==> src/rtl/survivor_memory_rx.sv <==
// survivor_memory_rx: register-exchange survivor path memory for the Viterbi
// decoder. One decision bit per state per accepted trellis step. The decoded
// bit is taken from the oldest position of the selected survivor.
// Optional feature macro: SURVIVOR_BEST_STATE_EN. When it is defined, the
// decoded bit comes from the best_state survivor. When it is undefined, it
// always comes from state 0, which suits zero-terminated trellis decoding.
module survivor_memory_rx #(
  parameter int NUM_STATES = 4,
  parameter int DEPTH      = 12,
  localparam int SW        = $clog2(NUM_STATES),
  localparam int CW        = $clog2(DEPTH + 1)
) (
  input  logic                  clk,
  input  logic                  reset,
  input  logic                  clear,
  input  logic                  in_valid,
  input  logic [NUM_STATES-1:0] dec,
  input  logic [SW-1:0]         best_state,
  output logic                  out_valid,
  output logic                  out_bit,
  output logic [CW-1:0]         fill
);

  // Fill state machine, encoded by the fill counter itself
  localparam logic [0:0] FILLING = 1'b0;
  localparam logic [0:0] STEADY  = 1'b1;

  logic [DEPTH-1:0] surv      [NUM_STATES];
  logic [DEPTH-1:0] surv_next [NUM_STATES];
  logic [SW-1:0]    sel;
  logic             cand;
  logic [0:0]       fill_state;

  assign fill_state = (fill == CW'(DEPTH)) ? STEADY : FILLING;

  // Register exchange: each state inherits its chosen predecessor's survivor, shifted, with its own input bit appended
  always_comb begin
    for (int unsigned n = 0; n < NUM_STATES; n++) begin
      logic [SW-1:0] p;
      p = SW'(n >> 1);
      if (dec[n])
        p = p + SW'(NUM_STATES / 2);
      surv_next[n] = {surv[p][DEPTH-2:0], n[0]};
    end
  end

`ifdef SURVIVOR_BEST_STATE_EN
  assign sel = best_state;
`else
  logic unused_best;
  assign unused_best = ^best_state;
  assign sel = '0;
`endif

  assign cand = surv_next[sel][DEPTH-1];

  // Survivor storage, fill counter and registered output
  always_ff @(posedge clk or negedge reset) begin
    if (!reset) begin
      for (int unsigned n = 0; n < NUM_STATES; n++)
        surv[n] <= '0;
      fill      <= '0;
      out_valid <= 1'b0;
      out_bit   <= 1'b0;
    end else if (clear) begin
      for (int unsigned n = 0; n < NUM_STATES; n++)
        surv[n] <= '0;
      fill      <= '0;
      out_valid <= 1'b0;
      out_bit   <= 1'b0;
    end else if (in_valid) begin
      for (int unsigned n = 0; n < NUM_STATES; n++)
        surv[n] <= surv_next[n];
      out_bit   <= cand;
      out_valid <= (fill >= CW'(DEPTH - 1));
      if (fill_state == FILLING)
        fill <= fill + CW'(1);
    end else begin
      out_valid <= 1'b0;
    end
  end

endmodule

==> config.mk <==
export PLATFORM = sky130hd
export DESIGN_NAME = survivor_memory_rx
export DESIGN_NICKNAME = d
export VERILOG_FILES = /design/src/rtl/survivor_memory_rx.sv
export SDC_FILE = /design/constraint.sdc
export NUM_CORES = 1
export LEC_CHECK = 0
export ABC_AREA = 1
export CAP_MARGIN = 20
export CORE_MARGIN = 1
export CORE_UTILIZATION = 51
export DETAILED_ROUTE_END_ITERATION = 16
export GPL_TIMING_DRIVEN = 0
export PLACE_DENSITY = 0.77
export SLEW_MARGIN = 30
export SYNTH_ARGS = -nofsm -noshare
export SYNTH_HDL_FRONTEND = slang
export SYNTH_SLANG_ARGS = --single-unit
==> constraint.sdc <==
create_clock -name clk -period 1.03 [get_ports clk]
set_input_delay 0.206 -clock clk [delete_from_list [all_inputs] [get_ports clk]]
set_output_delay 0.206 -clock clk [all_outputs]
set_load 0.01 [all_outputs]
==> out/summary.json <==
{
  "violations": {"value": "negative setup slack"},
  "timing.final.hold_violations": {"value": 0},
  "sw_frac_of_total": {"value": 0.253},
  "num_antenna_cells": {"value": 0},
  "cp_slowest_stage_delay": {"value": 0.42, "unit": "ns"},
  "timing.hold.ws": {"value": 0.179, "unit": "ns"},
  "whs_endpoint": {"value": "surv[0]$_DFFE_PN0P_"},
  "max_clock_freq": {"value": 770, "unit": "MHz"},
  "timing.critical_path.from_type": {"value": "register"},
  "worstHoldPathType": {"value": "input port to register"},
  "finalWorstPathRequiredPeriod": {"value": 1.30, "unit": "ns"},
  "drt_wl_total": {"value": 4.70, "unit": "mm"},
  "synth_seq_cells": {"value": 43},
  "io_pins": {"value": 16},
  "seq_area_frac_synth": {"value": 0.526},
  "timing_max_transition_violations_final": {"value": 0},
  "post-route-period-util": {"value": 1.26},
  "start_util": {"value": 0.546},
  "critical_path_arrival": {"value": 1.49, "unit": "ns"},
  "drt_pre_antenna_iters": {"value": 4},
  "vias_post_dr": {"value": 1737},
  "rsz0062_at_grt": {"value": "true"},
  "hold_wc_startpoint": {"value": "clear"},
  "worst_slew_margin_rel": {"value": 0.745},
  "grt_pass1_wl": {"value": 7.98, "unit": "mm"},
  "worst_setup_hold_path_clk_slew": {"value": 0.08, "unit": "ns"},
  "crit-reg2reg-capture": {"value": "fill[2]$_DFFE_PN0P_"},
  "ant_nets": {"value": 0},
  "p_clk_frac": {"value": 0.372},
  "cts_made_buffers": {"value": 5},
  "clock_latency_reported_for_the_late_side_of_the_worst_skew_pair": {"value": 0.30, "unit": "ns"},
  "final_core_utilization": {"value": 0.668},
  "p_leak": {"value": 1.21, "unit": "nW"},
  "cp_data_required_time": {"value": 1.22, "unit": "ns"},
  "ctsRootBufferMaster": {"value": "sky130_fd_sc_hd__clkbuf_8"},
  "core_area": {"value": 3740, "unit": "µm²"},
  "worst_slew_pin_slew": {"value": 0.383, "unit": "ns"},
  "grt_usage": {"value": 0.255},
  "final-setup-viol-count": {"value": 8},
  "layout.cells.most_common": {"value": "sky130_fd_sc_hd__nand2_1"},
  "crit_slowest_cell": {"value": "sky130_fd_sc_hd__dfrtp_2"},
  "critical-path-top-delay-family": {"value": "flip-flops"},
  "mean_routed_wirelength_per_cell": {"value": 14.7, "unit": "µm"},
  "dr.first_iter.drc_count": {"value": 126},
  "post-route-drc-count": {"value": 0},
  "layout-area-overhead-vs-synth": {"value": 22.4, "unit": "%"},
  "hold_path_depth": {"value": 2},
  "r2r_setup_slack": {"value": -0.27, "unit": "ns"},
  "clock_tree.htree_level_count": {"value": 2},
  "final_cell_area": {"value": 2500, "unit": "µm²"},
  "estimated_wirelength_of_the_detail_placed_design": {"value": 3.00, "unit": "mm"},
  "detailed_place.area": {"value": 2250, "unit": "µm²"},
  "synthesis.nets": {"value": 249},
  "crit_chain": {"value": "buf_6, inv_4, ha_4, inv_2, nor2_2, nand2_2, nand2_4, inv_2, nand2_2, nand2_1"},
  "synth_cell_type_count": {"value": 20},
  "report.power.total": {"value": 0.00370, "unit": "W"},
  "comb_power_share": {"value": 0.141},
  "clock_tree.buffer_depth": {"value": 2},
  "fraction_of_final_layout_cells_with_drive_strength_greater_than_1": {"value": 0.251},
  "fin_nets": {"value": 282},
  "finClkSkew": {"value": 0.00816, "unit": "ns"},
  "crit_buf_inv": {"value": 4},
  "globalRoute.totalOverflow": {"value": 0},
  "netlist_instances": {"value": 237},
  "placement.io_buffers": {"value": 11},
  "run_status": {"value": "finished with violations"},
  "max-vdd-ir-drop": {"value": 792, "unit": "µV"},
  "crit_fanout": {"value": 5},
  "gp_routability_congestion": {"value": 0.804},
  "setup.worst_path.end_class": {"value": "register"},
  "grt_antenna_before_repair": {"value": 0},
  "worst-setup-path-type": {"value": "register to register"},
  "power_density": {"value": 1480, "unit": "nW/µm²"},
  "cts_tree": {"value": "done"},
  "worst_r2r_path_depth": {"value": 10},
  "worst_slack": {"value": -0.269, "unit": "ns"},
  "final_cell_mix": {"value": "sky130_fd_sc_hd__nand2_1 (64), sky130_fd_sc_hd__dfrtp_1 (40), sky130_fd_sc_hd__o21ai_0 (35)"},
  "fp.dieArea": {"value": 4270, "unit": "µm²"},
  "syn-cell-area": {"value": 2040, "unit": "µm²"},
  "fin_setup_tns": {"value": -1.42, "unit": "ns"},
  "first_global_vias": {"value": 1721},
  "yosysWarningCount": {"value": 0},
  "clock_sink_count": {"value": 43},
  "postSynthAreaPerCell": {"value": 8.63, "unit": "µm²"},
  "power_switching": {"value": 0.000935, "unit": "W"},
  "die_w": {"value": 65.3, "unit": "µm"},
  "fp.dieH": {"value": 65.3, "unit": "µm"},
  "internal-power": {"value": 0.00276, "unit": "W"},
  "viasPerCell": {"value": 5.45},
  "placementRows": {"value": 22},
  "grt_max_degree": {"value": 25},
  "timing.rr.start": {"value": "fill[0]$_DFFE_PN0P_"},
  "sequentialPowerShare": {"value": 0.487},
  "maxCapViolCount": {"value": 0},
  "fill_cells": {"value": 308}
}
## metal layers
| layer | vias up | part of all wire | track usage |
|---|---|---|---|
| met2 | 48 | 0.49 | 0.407 |
| li1 | 843 | - | - |
| met4 | 0 | 0.018 | 0.114 |
| met5 | - | 0 | 0 |
| met3 | 6 | 0.054 | 0.0556 |
| met1 | 840 | 0.44 | 0.331 |
## logic make-up (layout without fill, tap and decap cells)
family | count (synthesis) | in the layout | share of synthesized area
AO/OA/AOI/OAI | 70 | 70 | 0.211
adder cells (fa/ha/maj) | 2 | 2 | 0.0122
flip-flops | 43 | 43 | 0.526
AND/OR/NAND/NOR | 81 | 81 | 0.160
buffers and inverters | 41 | 75 | 0.0906
## synthesized netlist by cell type (all sizes together)
cell    count  area, µm²
nor3        1       5.00
inv        29        109
nand2      67        251
nand4       1       6.26
nand3       8       40.0
ha          2       25.0
buf         9       65.1
o21ai      55        275
nor2        4       25.0
a21oi       1       5.00
o22ai      14        150
dfrtp      43       1080
clkbuf      3       11.3
## registers in the layout, indices dropped and copies added (netlist names)
name	count
out_valid	1
fill	4
surv	38
## metrics by stage
| stage | instances | setup slack [ns] |
|---|---|---|
| 6_report | 319 | -0.269 |
| 5_1_grt | 319 | -0.358 |
| 4_1_cts | 318 | -0.220 |
| 3_5_place_dp | 297 | -0.607 |
| 3_3_place_gp | 296 | -1.51 |
| 2_1_floorplan | 237 | -0.103 |
## timing repair
| action | in CTS | in global routing |
|---|---|---|
| hold buffers | 1 | 0 |
| setup endpoints to repair | 46 | 40 |
| hold endpoints to repair | 23 | 0 |
| pin swaps | 3 | 3 |
| resized for setup | 41 | 9 |
| setup buffers | 12 | 1 |
## worst max-delay path by stage
stage | startpoint | end | depth (start not counted) | slack, ns
after floorplan | fill[0]$_DFFE_PN0P_ | fill[2]$_DFFE_PN0P_ | 9 | -0.10
after global placement | reset | fill[0]$_DFFE_PN0P_ | 1 | -1.51
after detailed placement | dec[3] | surv[6]$_DFFE_PN0P_ | 5 | -0.61
after CTS | fill[1]$_DFFE_PN0P_ | fill[2]$_DFFE_PN0P_ | 10 | -0.22
after global routing | fill[1]$_DFFE_PN0P_ | fill[2]$_DFFE_PN0P_ | 10 | -0.36
final | fill[0]$_DFFE_PN0P_ | fill[2]$_DFFE_PN0P_ | 10 | -0.27
## power groups by stage
stage,logic [W],clock network [W],registers (W)
after floorplan,0.000270,0,0.00184
after detailed placement,0.000433,0,0.00184
after CTS,0.000500,0.00139,0.00180
final,0.000523,0.00137,0.00180
after global placement,0.000410,0,0.00184
after global routing,0.000584,0.00144,0.00181
## cell type report
type                    instances  area (µm²)  area share
flip-flops and latches         43        1080       0.432
multi-input cells             153         815       0.325
repair buffers                 26         234      0.0935
inverters                      29         114      0.0455
clock buffers                   6        82.6      0.0330
plain buffers                  12        82.6      0.0330
well taps                      48        60.1      0.0240
clock inverters                 2        35.0      0.0140
(Power assumes the default switching activity.)
